File: src/rtl/marquee_scroller_if.sv
`default_nettype none
// ============================================================================
//  Module   : marquee_scroller_if
//  Brief    : Control, message-load and window-output bundle of the marquee
//             scroller. The master side (tick source / message loader) drives
//             the controls; the slave side (the scroller) returns the window.
//  Revision : 1.0 - initial release
// ============================================================================
interface marquee_scroller_if #(
    parameter int SYM_W = 5,
    parameter int DEPTH = 16,
    parameter int WIN   = 4
);
    localparam int PTR_W = $clog2(DEPTH);
    localparam int LEN_W = $clog2(DEPTH + 1);

    logic                   tick;
    logic                   run;
    logic                   dir;
    logic                   wr_en;
    logic [PTR_W-1:0]       wr_addr;
    logic [SYM_W-1:0]       wr_data;
    logic                   len_we;
    logic [LEN_W-1:0]       len_data;
    logic [WIN*SYM_W-1:0]   win_o;
    logic [PTR_W-1:0]       ptr_o;
    logic                   wrap_o;

    modport master (
        output tick, run, dir, wr_en, wr_addr, wr_data, len_we, len_data,
        input  win_o, ptr_o, wrap_o
    );

    modport slave (
        input  tick, run, dir, wr_en, wr_addr, wr_data, len_we, len_data,
        output win_o, ptr_o, wrap_o
    );
endinterface
`default_nettype wire

File: src/rtl/marquee_scroller.sv
`default_nettype none
// ============================================================================
//  Module   : marquee_scroller
//  Brief    : Loadable circular marquee. Holds up to DEPTH symbols and shows a
//             WIN-digit sliding window that scrolls one step per tick,
//             left or right, with runtime message length and wrap pulse.
//  Revision : 1.0 - initial release
// ============================================================================
module marquee_scroller #(
    parameter int SYM_W = 5,
    parameter int DEPTH = 16,
    parameter int WIN   = 4,
    parameter int BLANK = 15
) (
    input  wire logic           clk,
    input  wire logic           rst_n,
    marquee_scroller_if.slave   bus
);
    localparam int PTR_W = $clog2(DEPTH);
    localparam int LEN_W = $clog2(DEPTH + 1);

    localparam logic [LEN_W-1:0] c_DEPTH_LEN = LEN_W'(DEPTH);
    localparam logic [PTR_W:0]   c_DEPTH_ADR = (PTR_W + 1)'(DEPTH);
    localparam logic [SYM_W-1:0] c_BLANK     = SYM_W'(BLANK);

    logic [SYM_W-1:0]     r_mem [DEPTH];
    logic [LEN_W-1:0]     r_len;
    logic [PTR_W-1:0]     r_ptr;
    logic                 r_wrap;
    logic [WIN*SYM_W-1:0] r_win;

    logic                 w_wr_ok;
    logic                 w_len_acc;
    logic [LEN_W-1:0]     w_len_new;
    logic [PTR_W-1:0]     w_len_m1;
    logic                 w_step;
    logic                 w_at_end;
    logic                 w_at_zero;
    logic [PTR_W-1:0]     w_ptr_nxt;
    logic                 w_wrap_nxt;
    logic [PTR_W-1:0]     w_idx [WIN];

    // Out-of-range addresses are dropped; a zero length is not a valid message.
    assign w_wr_ok   = bus.wr_en && ({1'b0, bus.wr_addr} < c_DEPTH_ADR);
    assign w_len_acc = bus.len_we && (bus.len_data != '0);
    assign w_len_new = (bus.len_data > c_DEPTH_LEN) ? c_DEPTH_LEN : bus.len_data;
    assign w_len_m1  = PTR_W'(r_len - 1'b1);
    assign w_step    = bus.tick && bus.run && !w_len_acc;
    assign w_at_end  = (r_ptr == w_len_m1);
    assign w_at_zero = (r_ptr == '0);

    // Next start pointer and wrap flag for a qualifying scroll step.
    always_comb begin
        w_ptr_nxt  = r_ptr;
        w_wrap_nxt = 1'b0;
        if (bus.dir) begin
            w_ptr_nxt  = w_at_zero ? w_len_m1 : r_ptr - 1'b1;
            w_wrap_nxt = w_at_zero;
        end else begin
            w_ptr_nxt  = w_at_end ? '0 : r_ptr + 1'b1;
            w_wrap_nxt = w_at_end;
        end
    end

    // Digit addresses: each digit is the previous one plus one, folded at len-1.
    // Incremental folding keeps the modulo exact even when len < WIN.
    always_comb begin
        w_idx[0] = r_ptr;
        for (int k = 1; k < WIN; k++) begin
            w_idx[k] = (w_idx[k-1] == w_len_m1) ? '0 : w_idx[k-1] + 1'b1;
        end
    end

    // Message buffer: cleared to blanks on reset, written one symbol at a time.
    always_ff @(posedge clk or negedge rst_n) begin
        if (!rst_n) begin
            for (int i = 0; i < DEPTH; i++) begin
                r_mem[i] <= c_BLANK;
            end
        end else if (w_wr_ok) begin
            r_mem[bus.wr_addr] <= bus.wr_data;
        end
    end

    // Length, start pointer and wrap pulse; a length load restarts the message.
    always_ff @(posedge clk or negedge rst_n) begin
        if (!rst_n) begin
            r_len  <= c_DEPTH_LEN;
            r_ptr  <= '0;
            r_wrap <= 1'b0;
        end else if (w_len_acc) begin
            r_len  <= w_len_new;
            r_ptr  <= '0;
            r_wrap <= 1'b0;
        end else if (w_step) begin
            r_ptr  <= w_ptr_nxt;
            r_wrap <= w_wrap_nxt;
        end else begin
            r_wrap <= 1'b0;
        end
    end

    // Window register refreshed every cycle from the current pointer and buffer.
    always_ff @(posedge clk or negedge rst_n) begin
        if (!rst_n) begin
            r_win <= {WIN{c_BLANK}};
        end else begin
            for (int k = 0; k < WIN; k++) begin
                r_win[k*SYM_W +: SYM_W] <= r_mem[w_idx[k]];
            end
        end
    end

    assign bus.win_o  = r_win;
    assign bus.ptr_o  = r_ptr;
    assign bus.wrap_o = r_wrap;
endmodule
`default_nettype wire

File: src/flat_wrapper.sv
// flat-port wrapper written by rule: the top's interface ports become plain ports
module marquee_scroller_flat 
#(
    parameter int SYM_W = 5,
    parameter int DEPTH = 16,
    parameter int WIN   = 4,
    parameter int BLANK = 15
)
  (clk, rst_n, bus_tick, bus_run, bus_dir, bus_wr_en, bus_wr_addr, bus_wr_data, bus_len_we, bus_len_data, bus_win_o, bus_ptr_o, bus_wrap_o);
  marquee_scroller_if #(.SYM_W(SYM_W), .DEPTH(DEPTH), .WIN(WIN)) bus_i ();
  input  wire logic clk;
  input  wire logic rst_n;
  input wire logic [$bits(bus_i.tick)-1:0] bus_tick;
  input wire logic [$bits(bus_i.run)-1:0] bus_run;
  input wire logic [$bits(bus_i.dir)-1:0] bus_dir;
  input wire logic [$bits(bus_i.wr_en)-1:0] bus_wr_en;
  input wire logic [$bits(bus_i.wr_addr)-1:0] bus_wr_addr;
  input wire logic [$bits(bus_i.wr_data)-1:0] bus_wr_data;
  input wire logic [$bits(bus_i.len_we)-1:0] bus_len_we;
  input wire logic [$bits(bus_i.len_data)-1:0] bus_len_data;
  output wire logic [$bits(bus_i.win_o)-1:0] bus_win_o;
  output wire logic [$bits(bus_i.ptr_o)-1:0] bus_ptr_o;
  output wire logic [$bits(bus_i.wrap_o)-1:0] bus_wrap_o;
  assign bus_i.tick = bus_tick;
  assign bus_i.run = bus_run;
  assign bus_i.dir = bus_dir;
  assign bus_i.wr_en = bus_wr_en;
  assign bus_i.wr_addr = bus_wr_addr;
  assign bus_i.wr_data = bus_wr_data;
  assign bus_i.len_we = bus_len_we;
  assign bus_i.len_data = bus_len_data;
  assign bus_win_o = bus_i.win_o;
  assign bus_ptr_o = bus_i.ptr_o;
  assign bus_wrap_o = bus_i.wrap_o;
  marquee_scroller #(.SYM_W(SYM_W), .DEPTH(DEPTH), .WIN(WIN), .BLANK(BLANK)) u_core (.clk(clk), .rst_n(rst_n), .bus(bus_i));
endmodule
File: config.mk
export PLATFORM = sky130hd
export DESIGN_NAME = marquee_scroller_flat
export DESIGN_NICKNAME = d
export VERILOG_FILES = /design/src/rtl/marquee_scroller_if.sv /design/src/rtl/marquee_scroller.sv /design/src/flat_wrapper.sv
export SDC_FILE = /design/constraint.sdc
export NUM_CORES = 1
export LEC_CHECK = 0
export CELL_PAD_IN_SITES_DETAIL_PLACEMENT = 2
export CELL_PAD_IN_SITES_GLOBAL_PLACEMENT = 2
export CORE_ASPECT_RATIO = 0.7
export CORE_MARGIN = 10
export CORE_UTILIZATION = 36
export CTS_CLUSTER_DIAMETER = 150
export CTS_CLUSTER_SIZE = 25
export DETAILED_ROUTE_END_ITERATION = 6
export PLACE_DENSITY_LB_ADDON = 0.05
export SYNTH_ARGS = -nofsm -noshare
export SYNTH_HDL_FRONTEND = slang
export SYNTH_SLANG_ARGS = --single-unit
File: constraint.sdc
create_clock -name clk -period 5 [get_ports clk]
set_input_delay 1.5 -clock clk [delete_from_list [all_inputs] [get_ports clk]]
set_output_delay 1.5 -clock clk [all_outputs]
set_load 0.005 [all_outputs]
# Word-level counts from Yosys, hierarchy flattened
# Cells that the tools add are included.
[op_classes] n_reduce_logical=8 mux=26 bitwise_logic=5 n_eq_ne=3 order_cmp=7 n_addsub=5
[op_table] op="$bmux 5 s4" count=4
[op_table] op="$bwmux 80" count=1
[op_table] op="$mux 5" count=9
[op_table] op="$mux 4" count=8
[op_table] op="$ge 5x5->1 const B" count=5
[op_table] op="$not 4->5" count=5
[op_table] op="$demux 5 s4" count=1
[op_table] op="$add 4x1->4 const B" count=3
[op_table] op="$eq 4x4->1" count=3
[op_table] op="$sub 4x1->4 const B" count=2
[op_table] op="$gt 5x5->1 const B" count=1
[op_table] op="$lt 5x1->1 const B" count=1
[op_table] op="$reduce_bool 5->1" count=1
[op_table] op="$logic_and 1x1->1" count=4
[op_table] op="$logic_not 4->1" count=1
[op_table] op="$mux 1" count=3
[op_table] op="$reduce_bool 2->1" count=1
[op_table] op="$logic_not 1->1" count=1
[totals] regBits=109 output_inout_bits=25 in_bits=21 word_cells=74

# Logic depth before layout (Yosys ltp)
[depth] depth_word=11 ltp_mapped=25 depth_no_buf=17

# Least setup slack after synthesis
# No wires, ideal clock.
[synth_timing] kind="reg2reg" from="reg u_core.r_len[0]" to="reg u_core.r_win[17], in the netlist u_core.bus.win_o[17]" path_buffers=8 path_stages_with_launch=24 t_required_ns=4.895 setup_ns=0.105 slack_ns=-0.115 arrival_ns=5.010 period_less_slack_ns=5.115 path_cell_list="dfrtp_1 buf_6 inv_1 ha_1 buf_2 xor2_1 nand2_1 or3_1 clkbuf_1 clkbuf_1 clkbuf_1 nand2_1 clkinv_1 ha_1 clkbuf_1 o21ai_0 inv_1 clkbuf_1 ha_1 clkbuf_1 nor2_1 o31ai_1 a22o_1 a2111oi_2"
[synth_via] elab_chain_len=11 elab_cells_between_ends=13 cone_classes="3 x add/sub; 3 x eq/ne; 6 x mux; 1 x bitwise"
[synth_rtl] element="from (decl)" line="marquee_scroller.sv:27" source="logic [LEN_W-1:0] r_len;"
[synth_rtl] element="from (signal assigned)" line="marquee_scroller.sv:88" source="r_len <= c_DEPTH_LEN;"
[synth_rtl] element="from (signal assigned)" line="marquee_scroller.sv:92" source="r_len <= w_len_new;"
[synth_rtl] element="$sub 4x1->4 *" line="marquee_scroller.sv:47" source="assign w_len_m1 = PTR_W'(r_len - 1'b1);"
[synth_rtl] element="$eq 4x4->1" line="marquee_scroller.sv:70" source="w_idx[k] = (w_idx[k-1] == w_len_m1) ? '0 : w_idx[k-1] + 1'b1;"
[synth_rtl] element="$mux 4" line="marquee_scroller.sv:70"
[synth_rtl] element="$add 4x1->4 / $eq 4x4->1 (equally long branches)" line="marquee_scroller.sv:70"
[synth_rtl] element="$mux 4" line="marquee_scroller.sv:70"
[synth_rtl] element="$add 4x1->4 / $eq 4x4->1 (equally long branches)" line="marquee_scroller.sv:70"
[synth_rtl] element="$mux 4 *" line="marquee_scroller.sv:70"
[synth_rtl] element="$not 4->5 (not written as such) *" line="marquee_scroller.sv:109" source="r_win[k*SYM_W +: SYM_W] <= r_mem[w_idx[k]];"
[synth_rtl] element="$bmux 5 s4 *" line="marquee_scroller.sv:109"
[synth_rtl] element="$mux 5 (not written as such) * (2 in a row)" line="marquee_scroller.sv:109"
[synth_rtl] element="to (signal assigned)" line="marquee_scroller.sv:106" source="r_win <= {WIN{c_BLANK}};"
[synth_rtl] element="to (signal, indexed assignment)" line="marquee_scroller.sv:109"
[synth_rtl] element="to (decl)" line="marquee_scroller.sv:30" source="logic [WIN*SYM_W-1:0] r_win;"
# Mark *: on every way between the ends. The rest lies on a longest branch, timed or not. The select of a mux whose other input is x is not followed.
# A chain may end at the register's enable or synchronous reset.

# Final worst setup path
[layout_timing] from="reg u_core.r_len[1]" to="reg u_core.r_win[17], in the netlist u_core.bus.win_o[17]"
# The elaborated chain is that of the path after synthesis.

==> summary.txt <==
Synth
  • Synth Area in Compound Gates: 15.0%
  • Synth Register Bits: 109
  • Main synth FF type: dfstp_2
  • Dominant cells by area after synthesis: dfstp_2 27%, mux2_2 12%, mux4_2 12%
  • Post-synthesis mux area share: 26.0%
  • Mapped cell area: 0.00785 mm2
  • Largest family of logic cells by synthesized area: multiplexers
  • Top-count cell post-synth: nand2_1
  • Syn nets: 798
  • XOR/XNOR share of the synthesized area: 1.83%
  • Synth area leader: dfstp_2
  • Syn. warnings: 0
  • Share of Yosys cell area claimed by the top area cell type: 26.8%
  • FFs w/ async S/R, synth: 100%
  • Adder-cell area share of the yosys netlist: 0.797%
  • Distinct cells, synth: 67
  • Register area share after synthesis: 36.0%
  • Synthesized area per cell: 10.2 um2
  • Synth cell count leaders: 119 x nand2_1, 85 x mux2_2, 80 x dfstp_2, 41 x mux4_2, 40 x clkbuf_1
  • Simple logic cell fraction of the synthesized area: 16.2%
  • Number of flops mapped to enable cells by yosys: 0
  • Cell count after synthesis: 772

Placement
  • Dpl ws: 0.0464 ns
  • Routability cong.: 0.884
  • Post-Place Cells: 1,068
  • Post-DP HPWL: 24,600 um
  • Port Buffer Count: 45

STA
  • RSZ-0062 raised after global routing: false
  • Final clock period utilization by the worst path: 93.2%
  • Final worst path period need: 4.66 ns
  • Setup violations, final: 0
  • Worst slew pin tran: 1.13 ns
  • Maximum clock rate: 0.215 GHz
  • Setup Skew: 0.0101 ns
  • Max Slew Vio Count: 0
  • Rel. slew slack: 24.4%
  • Setup TNS: 0 ns
  • Final Hold Vio Count: 0
  • Slack of the critical path: 0.340 ns

Critical path
  • Worst Path Required: 5.25 ns
  • Critical path depth: 18
  • CP max FO: 11
  • Worst EP arrival: 4.91 ns
  • Critical-path cell list: inv_1 > ha_1 > xor2_2 > nand2_2 > or3_1 > nand2_1 > clkinv_1 > ha_1 > or3_1 > a211oi_2 > nor4_4 > buf_4 > nand3_1 > o211a_4 > nor2_2 > a31o_1 > a22o_1 > a2111oi_2
  • Worst R2R Setup Slack: 0.34 ns
  • Critical path class: flop to flop
  • WP buf/inv: 3
  • Critical path's slowest cell: or3_1
  • Worst Setup Start Kind: flop
  • CP top delay family: simple AND/OR/NAND/NOR gates
  • Worst path max stage delay: 0.46 ns
  • Reg2Reg Depth: 18
  • CP Capture Type: flop

Routing
  • Vias per cell: 6.43
  • Antenna violation net count after detailed routing: 0
  • Final WL: 33,500 um
  • Initial DRC Count: 792
  • Pre-antenna DRT Iters: 5
  • Wire per inst: 30.9 um
  • Vias after detailed routing: 6,972
  • DRC: 0

Pwr
  • Leak: 3.38 nW
  • Max IR drop VDD: 0.190 mV
  • Power consumption: 4.21 mW
  • Pwr dens: 470 mW/mm2

Clocking
  • Setup bufs post-CTS: 0
  • Root buffer cell: clkbuf_16
  • Clk buf depth: 2
  • Later-pin clock latency in the skew report: 0.37 ns
  • Clk sinks: 109
  • Hold_buf cts: 0
  • H-tree depth: 3
  • Total CTS buffers: 9
  • CTS tree: built
  • CTS clk-pin slew, worst paths: 0.08 ns

Layout
  • Final antenna diode count: 0
  • Multi-input gate area: 0.00474 mm2
  • Share of cells above drive strength 1: 34.5%
  • Cell Count, Final, Fillers Out: 1,085
  • Register area: 0.00283 mm2
  • Area grow syn2layout: 14.1%
  • Nets@finish: 824
  • Filler Cells Inserted: 2,275

Floorplanning
  • I/O pin cnt: 46
  • DIE HEIGHT: 144 um
  • Initial Utilization: 36.4%
  • Row count: 45
  • CORE AREA: 0.0216 mm2
  • Die ar.: 0.0282 mm2
  • Die width: 196 um

Status
  • Outcome: completed

GRT
  • Largest net degree at the start of global routing: 63
  • Antenna violations before repair: 2
  • Number of global-route vias before repair: 7,187
  • Grt total ovfl: 0
  • Global Route Usage Sum: 24.0%
  • First-pass GRT wire length: 50,800 um

Hold path
  • WHS Path Cells: 1
  • Hold crit path type: flop to flop

Job
  • Max-Cap Viols: 0
[placed cells by master (no fill, tap or decap), drive strengths merged, types with 21 or more instances in the layout]
master         count
nand2            119
mux2              85
dfstp             80
clkdlybuf4s50     44
mux4              41
buf               33
nor2              32
a21oi             29
dfrtp             29
a31oi             27
and3              23
a211oi            23
nand3             21
o21ai             21
[cells by family (layout without fill, tap and decap cells)]
family	Yosys count	in the layout
AO/OA/AOI/OAI	168	168
flip-flops	109	109
AND/OR/NAND/NOR	261	262
multiplexers	142	142
adder cells (fa/ha/maj)	5	5
buffers and inverters	74	104
XOR/XNOR	13	13
[routing by layer]
metal | wire (um) | vias up | GRT usage [%] | share of wire [%]
met5 | 12 | - | 0 | 0.036
met4 | 322 | 2 | 3.65 | 0.96
met3 | 3080 | 19 | 6.89 | 9.2
met2 | 13400 | 279 | 32.2 | 40
met1 | 16700 | 3702 | 37.2 | 50
li1 | - | 2970 | - | -
[worst reg2reg max path, cell delays in order (launching register included)]
cell,delay [ns]
dfrtp_1,0.44
inv_1,0.08
ha_1,0.33
xor2_2,0.25
nand2_2,0.16
or3_1,0.46
nand2_1,0.14
clkinv_1,0.10
ha_1,0.29
or3_1,0.40
a211oi_2,0.29
nor4_4,0.09
buf_4,0.17
nand3_1,0.10
o211a_4,0.24
nor2_2,0.14
a31o_1,0.27
a22o_1,0.19
a2111oi_2,0.40
[path summary, 6_finish.rpt]
path                                   from              endpoint
max in group asynchronous             rst_n      u_core.r_mem[25]
hold reg to reg            u_core.r_mem[34]      u_core.r_mem[34]
min in group asynchronous             rst_n      u_core.r_mem[19]
hold / removal             u_core.r_mem[34]      u_core.r_mem[34]
setup / recovery            u_core.r_len[1]  u_core.bus.win_o[17]
setup reg to reg            u_core.r_len[1]  u_core.bus.win_o[17]
[metrics by stage]
step	hold WS, ns	area, um2	utilization, %
2_1_floorplan	0.527	7850	-
3_5_place_dp	0.589	8620	40.0
5_1_grt	0.649	8960	41.5
3_3_place_gp	0.591	8620	40.0
6_report	0.612	8960	41.5
4_1_cts	0.609	8920	41.4
[cell type report]
class | instances | share of cell area (%)
inverters | 11 | 0.461
repair buffers | 77 | 7.68
multi-input cells | 590 | 52.9
flip-flops and latches | 109 | 31.6
clock inverters | 7 | 0.866
well taps | 282 | 3.94
clock buffers | 9 | 2.51
[state kept, by name (all words and copies together) (netlist names)]
signal             count
u_core.bus.ptr_o       4
u_core.bus.win_o      20
u_core.bus.wrap_o      1
u_core.r_len           4
u_core.r_mem          80
[timing repair]
action / CTS / global route
setup endpoints to repair: 1 / 6
gates cloned: 0 / 1
pin swaps: 0 / 1
gates resized for setup: 1 / 4
[power by group]
part | internal (mW) | switching, mW | total [mW]
Sequential | 1.24 | 0.379 | 1.62
Clock | 0.357 | 0.394 | 0.751
Combinational | 0.835 | 1.01 | 1.84
Note: power is estimated with default switching activity, not from simulation.
